$ cat config.mk
export PLATFORM = sky130hd
export DESIGN_NAME = seq_signal_mixer
export DESIGN_NICKNAME = d
export VERILOG_FILES = /design/src/rtl/seq_signal_mixer.sv
export SDC_FILE = /design/constraint.sdc
export NUM_CORES = 1
export LEC_CHECK = 0
export BUFFER_PORTS_ARGS = -buffer_cell sky130_fd_sc_hd__buf_2
export CAP_MARGIN = 0
export CORE_ASPECT_RATIO = 1.4
export CORE_MARGIN = 2
export CORE_UTILIZATION = 50
export CTS_BUF_LIST = sky130_fd_sc_hd__clkbuf_4
export DETAILED_ROUTE_END_ITERATION = 16
export HOLD_SLACK_MARGIN = 0.03
export PLACE_DENSITY = 0.74
export RECOVER_POWER = 25
export SYNTH_ARGS = -nofsm -noshare
export SYNTH_HDL_FRONTEND = slang
export SYNTH_SLANG_ARGS = --single-unit
$ cat constraint.sdc
create_clock -name clk -period 3.2 [get_ports clk]
set_input_delay 0.48 -clock clk [delete_from_list [all_inputs] [get_ports clk]]
set_output_delay 0.48 -clock clk [all_outputs]
set_load 0.01 [all_outputs]
$ cat src/rtl/seq_signal_mixer.sv
// Sequential voice mixer: snapshots a frame on start, accumulates one channel
// per clock, then applies the overflow policy and emits one registered sample.
module seq_signal_mixer #(
    parameter int NCH   = 12,
    parameter int SW    = 8,
    parameter int MODE  = 1,
    parameter int SHIFT = 2
) (
    input  logic              clk,
    input  logic              n_rst,
    input  logic              start,
    input  logic [NCH*SW-1:0] samples_in,
    input  logic [NCH-1:0]    sample_enable,
    output logic [SW-1:0]     sample_out,
    output logic              sample_valid,
    output logic              clip,
    output logic              busy,
    output logic              overrun
);

    localparam int IW = $clog2(NCH);
    localparam int AW = SW + IW;
    localparam logic [IW-1:0] LAST_IDX = IW'(NCH - 1);
    localparam logic [AW-1:0] MAX_V    = AW'((1 << SW) - 1);

    typedef enum logic [1:0] {
        IDLE   = 2'd0,
        ACCUM  = 2'd1,
        FINISH = 2'd2
    } state_t;

    state_t              state;
    logic [AW-1:0]       acc;
    logic [IW-1:0]       idx;
    logic [NCH*SW-1:0]   snap_samples;
    logic [NCH-1:0]      snap_en;

    logic [AW-1:0]       chan_ext;
    logic [AW-1:0]       scaled;
    logic [SW-1:0]       res_out;
    logic                res_clip;

    // Handshake: start is a one-cycle request honoured only in IDLE (any start
    // seen in ACCUM or FINISH is dropped and latches overrun); sample_valid is a
    // one-cycle result strobe with no back-pressure, so the consumer must take
    // sample_out/clip in that cycle (they are held afterwards anyway).
    always_comb begin
        chan_ext = '0;
        if (snap_en[idx]) begin
            chan_ext[SW-1:0] = snap_samples[idx*SW +: SW];
        end

        scaled = (MODE == 2) ? (acc >> SHIFT) : acc;
        res_clip = (scaled > MAX_V);
        if (MODE == 0) begin
            res_out = acc[SW-1:0];
        end else if (res_clip) begin
            res_out = '1;
        end else begin
            res_out = scaled[SW-1:0];
        end
    end

    always_ff @(posedge clk) begin
        if (n_rst) begin
            state        <= IDLE;
            acc          <= '0;
            idx          <= '0;
            snap_samples <= '0;
            snap_en      <= '0;
            sample_out   <= '0;
            sample_valid <= 1'b0;
            clip         <= 1'b0;
            busy         <= 1'b0;
            overrun      <= 1'b0;
        end else begin
            sample_valid <= 1'b0;
            case (state)
                IDLE: begin
                    if (start) begin
                        snap_samples <= samples_in;
                        snap_en      <= sample_enable;
                        acc          <= '0;
                        idx          <= '0;
                        busy         <= 1'b1;
                        state        <= ACCUM;
                    end
                end

                ACCUM: begin
                    if (start) begin
                        overrun <= 1'b1;
                    end
                    acc <= acc + chan_ext;
                    // Index is parked at 0 after the last channel so it never
                    // addresses past the snapshot.
                    if (idx == LAST_IDX) begin
                        idx   <= '0;
                        state <= FINISH;
                    end else begin
                        idx <= idx + 1'b1;
                    end
                end

                FINISH: begin
                    if (start) begin
                        overrun <= 1'b1;
                    end
                    sample_out   <= res_out;
                    clip         <= res_clip;
                    sample_valid <= 1'b1;
                    busy         <= 1'b0;
                    state        <= IDLE;
                end

                default: begin
                    busy  <= 1'b0;
                    state <= IDLE;
                end
            endcase
        end
    end

endmodule

==> results.md <==
- Area post-placement: 0.00683 mm^2
- Multiplexer share of the synthesized area: 0.120
- Top FF cell, synth: dfxtp_1
- Nets: 950
- Hold WC Path Type: input pin to flop
- Cell row count: 48
- Netlist Area Pre-Place: 0.00616 mm^2
- Worst hold path startpoint: samples_in[41]
- WL final: 15.2 mm
- Crit-path max FO: 23
- R2R depth: 12
- Initial Util: 0.506
- Final Power: 3.34 mW
- Hold path endpoint: snap_samples[41]
- Yosys reg bits: 138
- Sink Count: 138
- Ant diodes: 0
- Pwr dens: 472 mW/mm^2
- Crit path DAT: 3.48 ns
- Detail-routed via count per cell: 5.49
- Fin crit period: 3.03 ns
- Commonest non-fill, non-tap cells in the layout: nand2_1 (231), dfxtp_1 (136), a21oi_1 (122), buf_2 (109), nor2_1 (29)
- Crit path cell chain: buf_12 > mux4_2 > mux2i_1 > or2_1 > buf_4 > o21ai_2 > fa_1 > a21oi_1 > o221ai_2 > a31oi_2 > o21ai_0 > a21oi_1
- Drt drc: 0
- Chip Width: 97.8 um
- First-pass GRT wire length: 24.0 mm
- Synth Area in Adders: 0.0276
- RD Place Congestion: 0.903
- Max VDD drop: 0.316 mV
- Synthesized net count: 849
- Max-cap check violation count: 1
- Synth warnings: 0
- Resized cells post-CTS: 0
- Fmax: 330 MHz
- H-Tree Level Count: 4
- XOR/XNOR Fraction of Synth Area: 0.00995
- Total track usage: 0.226
- Antenna viol nets, final: 0
- Critical path class: flop to flop
- DP HPWL: 11.4 mm
- Congestion Overflow GR: 0
- Sequential element share of the synthesized area: 0.448
- Critical path required time: 3.65 ns
- Die height: 135 um
- Synth async-reset ratio: 0
- Setup violators final: 0
- Clock Skew: 0.0199 ns
- CTS root buf: clkbuf_4
- Die area: 0.0132 mm^2
- Crit path top cell by count: a21oi_1
- # IOs: 123
- Clock transition at path regs: 0.12 ns
- Area added between synthesis and finish: 14.6%
- Hold-fix buffers at CTS: 0
- Antenna violations before repair: 0
- DRT Pass-1 Iters: 5
- Setup bufs post-CTS: 0
- Utilization after layout: 0.579
- Distinct cells, synth: 47
- Status: finished with violations
- Largest net degree at the start of global routing: 65
- Pins Over Slew Limit: 59
- WL per Instance: 15.4 um
- Clock latency at the later pin of the worst-skew pair: 0.53 ns
- DR iter-0 viols: 361
- Layout cells sized above 1: 0.214
- Hold depth: 3
- Worst hold slack: 0.177 ns
- Final TNS setup: 0 ns
- Core Region: 0.0122 mm^2
- Relative slew margins: -0.228
- Compound-Gate Fraction of Synth Area: 0.154
- Failing checks: capacitance limit, slew limit
- RSZ-0062 raised after global routing: no
- Flop2flop setup slack: 0.17 ns
- TritonCTS clock tree: yes
- Commonest non-fill, non-tap cell in the layout: nand2_1
- Final Hold Violating Endpoints: 0
- Worst reg2reg path endpoint: acc[8]
- Fin crit share: 0.947
- Pleak: 2.86 nW
- Design area: 0.00706 mm^2
- Startpoint types: flop
- Vias in the first global route: 5104
- Number of enable flip-flop cells after synthesis: 0
- Max Buffers Root-to-Sink: 2
- Max incr delay on CP: 0.45 ns
- Main combinational cell family by area after synthesis: simple AND/OR/NAND/NOR gates
- Slowest-stage cell, CP: fa_1
- Critical R2R Launch: idx[1]
- Syn Area/Cell: 8.50 um^2
- DR vias: 5414
- Worst slew pin tran: 1.84 ns
- Setup crit end kind: flop
- Synth Area in Simple Gates: 0.193
- PortBufs: 122
- Syn Inst Count: 725
- Total CTS buffers: 17
## kinds of logic after synthesis
kind of cell             after synthesis
AND/OR/NAND/NOR                      295
AO/OA/AOI/OAI                        168
flip-flops                           138
buffers and inverters                 59
multiplexers                          45
adder cells (fa/ha/maj)               13
XOR/XNOR                               7
## per-layer routing
layer | up-vias | track usage | share of wire
met2 | 169 | 0.414 | 0.53
li1 | 2670 | - | -
met4 | 0 | 0.0833 | 0.027
met5 | - | 0 | 0
met3 | 31 | 0.0428 | 0.044
met1 | 2544 | 0.262 | 0.40
## cells in the mapped netlist, drive strengths merged, types with 2 or more instances
| library cell | count | area [um^2] |
|---|---|---|
| nand2 | 231 | 867 |
| dfxtp | 138 | 2760 |
| a21oi | 122 | 611 |
| nor2 | 29 | 109 |
| clkbuf | 27 | 103 |
| mux2i | 26 | 260 |
| buf | 25 | 163 |
| mux4 | 19 | 479 |
| o21ai | 16 | 110 |
| nor3 | 14 | 70.1 |
| ha | 12 | 150 |
| o22ai | 9 | 56.3 |
| inv | 7 | 26.3 |
| a22o | 5 | 43.8 |
| xor2 | 5 | 43.8 |
| a22oi | 4 | 30.0 |
| nand2b | 4 | 25.0 |
| nor2b | 4 | 25.0 |
| a21o | 3 | 22.5 |
| nand3 | 3 | 15.0 |
| a31oi | 2 | 12.5 |
| nand4 | 2 | 12.5 |
| or3 | 2 | 12.5 |
| xnor2 | 2 | 17.5 |
## how the worst max path moves through the flow
stage                start      end  slack [ns]
finish              idx[1]   acc[8]        0.17
global route        idx[1]   acc[8]      0.0001
CTS                 idx[1]   acc[8]        0.04
detailed placement  idx[1]   acc[8]        0.08
global placement    idx[1]   acc[8]        0.22
floorplan           idx[1]  acc[10]        0.35
## area by class of cell
class | instances | area [um^2]
flip-flops and latches | 138 | 2770
clock inverters | 11 | 108
clock buffers | 18 | 135
repair buffers | 134 | 713
multi-input cells | 528 | 3130
well taps | 150 | 188
fillers | 1098 | 5130
inverters | 7 | 26.3
## flip-flops by register name (all words and copies together), names as in the netlist
name / cells
acc: 12
busy: 1
clip: 1
idx: 4
overrun: 1
sample_out: 8
sample_valid: 1
snap_en: 12
snap_samples: 96
state: 2
## critical path, delay by kind of cell, from the launching register on
family	cells	cell delay [ns]
compound gates	6	1.07
simple gates	1	0.15
buf+inv	2	0.40
flops	1	0.44
mux	2	0.46
fa+ha+maj	1	0.45
## power breakdown
part / total, mW / internal (mW) / switching, mW
Combinational: 0.426 / 0.178 / 0.248
Sequential: 1.87 / 1.81 / 0.0620
Clock: 1.03 / 0.446 / 0.588
## metrics by stage
| step | setup slack (ns) | cells |
|---|---|---|
| floorplan | 0.346 | 725 |
| global placement | 0.223 | 957 |
| detailed placement | 0.0759 | 957 |
| CTS | 0.0432 | 986 |
| global route | 0.000111 | 986 |
| finish | 0.171 | 986 |
(Power assumes the default switching activity.)
